<file path="config.mk">
export PLATFORM = sky130hd
export DESIGN_NAME = bid_agent
export DESIGN_NICKNAME = d
export VERILOG_FILES = /design/src/rtl/bid_agent.sv
export SDC_FILE = /design/constraint.sdc
export NUM_CORES = 1
export LEC_CHECK = 0
export CAP_MARGIN = 20
export CORE_ASPECT_RATIO = 0.9
export CORE_MARGIN = 4
export CORE_UTILIZATION = 40
export CTS_BUF_LIST = sky130_fd_sc_hd__clkbuf_16
export DETAILED_ROUTE_END_ITERATION = 12
export PLACE_DENSITY = 0.75
export RECOVER_POWER = 100
export SYNTH_ARGS = -nofsm -noshare
export SYNTH_HDL_FRONTEND = slang
export SYNTH_SLANG_ARGS = --single-unit
</file>
<file path="constraint.sdc">
create_clock -name clk -period 3 [get_ports clk]
set_clock_uncertainty 0.05 [all_clocks]
set_input_delay 0.6 -clock clk [delete_from_list [all_inputs] [get_ports clk]]
set_output_delay 0.6 -clock clk [all_outputs]
set_load 0.005 [all_outputs]
</file>
<file path="src/rtl/bid_agent.sv">
`default_nettype none
// =============================================================================
// bid_agent : per-bidder request FIFO and issue FSM (bid/retract pulse, ack/err/timeout response,
//             round-end capture). Optional build macro: BID_AGENT_RETRY_EN. Revision 1.0
// =============================================================================
module bid_agent #(
   parameter int DEPTH   = 4,
   parameter int TIMEOUT = 16
) (
   input  logic        clk,
   input  logic        reset,
   input  logic        req_valid,
   output logic        req_ready,
   input  logic [15:0] req_amt,
   input  logic        req_retract,
   output logic        bid,
   output logic [15:0] bidAmt,
   output logic        retract,
   input  logic        ack,
   input  logic [1:0]  err,
   input  logic [31:0] balance,
   input  logic        win,
   input  logic        roundOver,
   output logic        rsp_valid,
   input  logic        rsp_ready,
   output logic [2:0]  rsp_code,
   output logic        round_win,
   output logic [31:0] round_balance
);
   localparam int AW = (DEPTH > 1) ? $clog2(DEPTH) : 1;
   localparam int CW = $clog2(DEPTH + 1);
   localparam int TW = (TIMEOUT > 1) ? $clog2(TIMEOUT) : 1;
   localparam logic [TW-1:0] T_LAST   = TW'(TIMEOUT - 1);
   localparam logic [CW-1:0] CNT_FULL = CW'(DEPTH);

   typedef enum logic [1:0] {IDLE, ISSUE, WAIT, RESP} state_t;

   state_t         state, state_nxt;
   logic [16:0]    mem [DEPTH];
   logic [AW-1:0]  wr_ptr, rd_ptr;
   logic [CW-1:0]  count;
   logic           fl_retract;
   logic [15:0]    fl_amt;
   logic [TW-1:0]  timer;
   logic [2:0]     code;
   logic           round_over_q;
   logic           round_edge, flush, push, pop;
`ifdef BID_AGENT_RETRY_EN
   logic           retried;
`endif

   assign req_ready  = (count < CNT_FULL);
   assign push       = req_valid && req_ready;
   assign round_edge = roundOver && !round_over_q;
   // A round end seen while idle discards everything still queued, including a same-cycle push.
   assign flush      = round_edge && (state == IDLE);
   assign pop        = (state == IDLE) && (count != '0) && !flush;
   assign rsp_code   = code;

   always_ff @(posedge clk) begin
      if (push && !flush)
         mem[wr_ptr] <= {req_retract, req_amt};
   end

   always_ff @(posedge clk) begin
      if (reset) begin
         wr_ptr <= '0;
         rd_ptr <= '0;
         count  <= '0;
      end else if (flush) begin
         rd_ptr <= wr_ptr;
         count  <= '0;
      end else begin
         if (push)
            wr_ptr <= wr_ptr + AW'(1);
         if (pop)
            rd_ptr <= rd_ptr + AW'(1);
         if (push && !pop)
            count <= count + CW'(1);
         else if (pop && !push)
            count <= count - CW'(1);
      end
   end

   always_ff @(posedge clk) begin
      if (reset)
         state <= IDLE;
      else
         state <= state_nxt;
   end

   always_comb begin
      state_nxt = state;
      bid       = 1'b0;
      retract   = 1'b0;
      bidAmt    = '0;
      rsp_valid = 1'b0;
      case (state)
         IDLE:  if (pop) state_nxt = ISSUE;
         ISSUE: begin
            bid       = !fl_retract;
            retract   = fl_retract;
            bidAmt    = fl_retract ? 16'h0000 : fl_amt;
            state_nxt = WAIT;
         end
         WAIT: begin
            if ((err != 2'b00) || ack)
               state_nxt = RESP;
            else if (timer == T_LAST) begin
`ifdef BID_AGENT_RETRY_EN
               state_nxt = retried ? RESP : ISSUE;
`else
               state_nxt = RESP;
`endif
            end
         end
         RESP: begin
            rsp_valid = 1'b1;
            if (rsp_ready) state_nxt = IDLE;
         end
         default: state_nxt = IDLE;
      endcase
   end

   always_ff @(posedge clk) begin
      if (reset) begin
         fl_retract <= 1'b0;
         fl_amt     <= '0;
         timer      <= '0;
         code       <= '0;
`ifdef BID_AGENT_RETRY_EN
         retried    <= 1'b0;
`endif
      end else begin
         case (state)
            IDLE:  if (pop) {fl_retract, fl_amt} <= mem[rd_ptr];
            ISSUE: timer <= '0;
            WAIT: begin
               // err outranks a simultaneous ack
               if (err != 2'b00)
                  code <= {1'b0, err};
               else if (ack)
                  code <= 3'b000;
               else if (timer == T_LAST) begin
`ifdef BID_AGENT_RETRY_EN
                  if (!retried)
                     retried <= 1'b1;
                  else
                     code <= 3'b100;
`else
                  code <= 3'b100;
`endif
               end else
                  timer <= timer + TW'(1);
            end
            RESP: begin
`ifdef BID_AGENT_RETRY_EN
               if (rsp_ready) retried <= 1'b0;
`endif
            end
            default: ;
         endcase
      end
   end

   always_ff @(posedge clk) begin
      if (reset) begin
         round_over_q  <= 1'b0;
         round_win     <= 1'b0;
         round_balance <= '0;
      end else begin
         round_over_q <= roundOver;
         if (round_edge) begin
            round_win     <= win;
            round_balance <= balance;
         end
      end
   end

endmodule
`default_nettype wire

</file>
==> run_results.csv <==
group,metric,value,unit
run_status,status,"finished with violations",
run_status,violations,"capacitance limit, slew limit",
route,post_drt_wl_per_cell,16.0,um
power,p_sw_frac,0.288,
logic_synthesis,synth_cell_types,40,
finish,final_common_cell,"nand2_1",
logic_synthesis,synth_compound_area_frac,0.0708,
power,seqPwrFrac,0.420,
floorplan,dieArea,15200,sq um
cts,worstSkewPairLatency,0.41,ns
power,p_leak,0.00262,uW
grt,grt_pass1_vias,3626,
job,maxCapViolations,1,
logic_synthesis,ys_ff_latch,135,
timing,finalMaxSlewViolations,38,
logic_synthesis,synth_edf_count,68,
critical_path,crit_required,2.35,ns
power,clkPwrFrac,0.333,
critical_path,slowest_delay,0.57,ns
cts,clock_sinks,135,
power,ir_drop,0.000638,V
route,via_per_inst,4.81,
cts,path_clk_slew,0.05,ns
cts,cts_tree,"done",
placed_design,io_buffers,113,
floorplan,core_area,12800,sq um
floorplan,row_count,39,
floorplan,pin_count,114,
power,powerDensity,789,nW/um^2
grt,grt_start_max_net_pins,38,
power,p_switching,1620,uW
critical_path,crit_chain,"inv_1 > ha_1 > nor2b_1 > buf_4 > and2_1 > dlygate4sd3_1",
route,drt-initial-drc-count,209,
floorplan,die_h,117,um
floorplan,start_util,0.414,
timing,fmax,353,MHz
finish,post-route-util,0.553,
critical_path,crit_buf_inv,3,
logic_synthesis,synth_area,5320,sq um
critical_path,cpLargestDelayFamily,"buffers and inverters",
logic_synthesis,yosys.area_share.adder,0.0296,
logic_synthesis,synth_xor_area_frac,0.00823,
timing,setup_violations,0,
critical_path,critical-path-slowest-cell,"dlygate4sd3_1",
route,dr.pass1.iters,4,
logic_synthesis,synth.area.mux_share,0.0835,
grt,antenna_found_initial,0,
logic_synthesis,ys.flop_type,"edfxtp_1",
timing,rsz0062_at_grt,"no",
placed_design,gp_congestion,0.737,
logic_synthesis,synth_nets,503,
timing,worst_pin_slew,1.66,ns
critical_path,crit_path_start_kind,"flop",
cts,clock_path_buffers,2,
cts,numCtsBuffers,17,
route,drt_drc_violations_left,0,
grt,grt_pass1_wl,18.5,mm
route,wirelength,11.6,mm
finish,area_delta_synth_final,33.5,%
finish,fillCellCount,1059,
logic_synthesis,ys_warn_count,0,
logic_synthesis,synth-async-reset-ratio,0,
floorplan,die_x,130,um
timing,setup_tns,0,ns
logic_synthesis,synth_top_family_by_area,"simple AND/OR/NAND/NOR gates",
cts,cts_max_level,4,
route,dr_total_vias,3492,
finish,insertedDiodeCount,0,
cts,cts_resized,0,
grt,grtUsageTotal,0.159,
finish,layout_common_cells,"nand2_1, edfxtp_1, dfxtp_1",
critical_path,critPathCaptureType,"output pin",
logic_synthesis,synth.avg_cell_area,12.3,sq um
power,p_int,3990,uW
route,ant_nets,0,
critical_path,worstSetupPathType,"flop to output pin",
finish,fin_nets,620,
timing,relSlewSlack,-0.104,
logic_synthesis,yosysSeqAreaShare,0.636,
cts,holdBufCountCts,0,
grt,gr-total-overflow,0,
timing,fin_crit_sh,0.944,
power,totalPowerFinal,5600,uW
cts,cts-root-buf,"clkbuf_16",
placed_design,dp_hpwl,7.93,mm
critical_path,crit_arrival,2.18,ns
finish,drive_above_1_share,0.117,
power,combinationalPowerShare,0.247,
cts,post_cts_buffers,0,
logic_synthesis,synthCells,433,
timing,final.min_clock_period,2.83,ns
logic_synthesis,synthSimpleGateAreaFrac,0.142,
critical_path,critPathMaxFanout,17,
timing,hold_viol,0,
min_path,hold_class,"flop to flop",
==> synth_stat cells (3+ instances only) <==
library cell,n,area share
a21oi_1,45,0.042
a21oi_2,9,0.015
and2_1,22,0.026
buf_2,6,0.0056
clkbuf_1,16,0.011
dfxtp_1,67,0.25
edfxtp_1,68,0.38
ha_1,11,0.026
inv_1,7,0.0049
mux2i_1,5,0.0094
mux4_2,17,0.072
nand2_1,103,0.073
nand2_2,3,0.0035
nand2b_1,5,0.0059
nand3_1,4,0.0038
nor2_1,8,0.0056
nor2b_1,5,0.0059
nor3_1,5,0.0047
xor2_1,3,0.0049
==> per-stage QoR <==
stage / worst slack [ns] / instance area [sq um] / std cells / hold slack [ns]
2_1_floorplan: 0.572 / 5320 / 433 / 0.382
3_5_place_dp: 0.0854 / 6610 / 695 / 0.395
4_1_cts: 0.207 / 7150 / 726 / 0.403
3_3_place_gp: 0.159 / 6610 / 695 / 0.390
5_1_grt: 0.0461 / 7100 / 726 / 0.422
6_report: 0.167 / 7100 / 726 / 0.399
==> kinds of logic (layout without fill, tap and decap cells) <==
group,Yosys count,count (layout)
buffers and inverters,32,161
and+or+nand+nor,163,163
adders and majority gates,12,12
muxes,23,23
xor gates and xnor gates,5,5
DFF,135,135
AOI/OAI and AO/OA,63,63
==> sequential cells by signal (all words and copies together), names as in the netlist <==
register       cells
mem               68
state              2
fl_retract         1
round_over_q       1
rd_ptr             2
round_win          1
rsp_code           3
count              3
wr_ptr             2
timer              4
round_balance     32
fl_amt            16
==> area by class of cell <==
type | instances | area [sq um] | share of cell area
Sequential cell | 135 | 3380 | 0.477
Multi-Input combinational cell | 266 | 1760 | 0.247
Timing Repair Buffer | 122 | 1180 | 0.166
Clock buffer | 17 | 425 | 0.0599
Tap cell | 164 | 205 | 0.0289
Clock inverter | 14 | 114 | 0.0160
Inverter | 8 | 35.0 | 0.00493
==> power groups by stage <==
stage / logic (uW) / registers, uW / clock network [uW]
floorplan: 1040 / 2330 / 0
global placement: 1380 / 2380 / 0
detailed placement: 1430 / 2390 / 0
CTS: 1450 / 2360 / 1910
global route: 1540 / 2380 / 2010
finish: 1380 / 2350 / 1870
==> metal layers <==
| metal | GRT usage | vias to the layer above | wire, um |
|---|---|---|---|
| li1 | - | 1746 | - |
| met1 | 0.201 | 1673 | 5110 |
| met2 | 0.255 | 57 | 5820 |
| met3 | 0.0523 | 16 | 475 |
| met4 | 0.0558 | 0 | 187 |
| met5 | 0 | - | 0 |
==> worst register-to-register path, stage by stage, from the launching register on <==
cell and delay, ns:
dfxtp_1 0.34, or3_4 0.42, and3_4 0.27, clkinv_4 0.15, ha_1 0.21, inv_1 0.06
fa_1 0.38, xor2_1 0.16, nor2_1 0.13, xnor2_1 0.13, nor3_1 0.06
==> final timing paths <==
check | endpoint | slack [ns] | cells after the start | start
setup / recovery | bidAmt[12] | 0.17 | 6 | state[1]
hold / removal | round_balance[23] | 0.40 | 2 | round_balance[23]
setup reg to reg | count[2] | 0.43 | 10 | count[0]
hold reg to reg | round_balance[23] | 0.40 | 2 | round_balance[23]
Power figures use the tool's default switching activity.
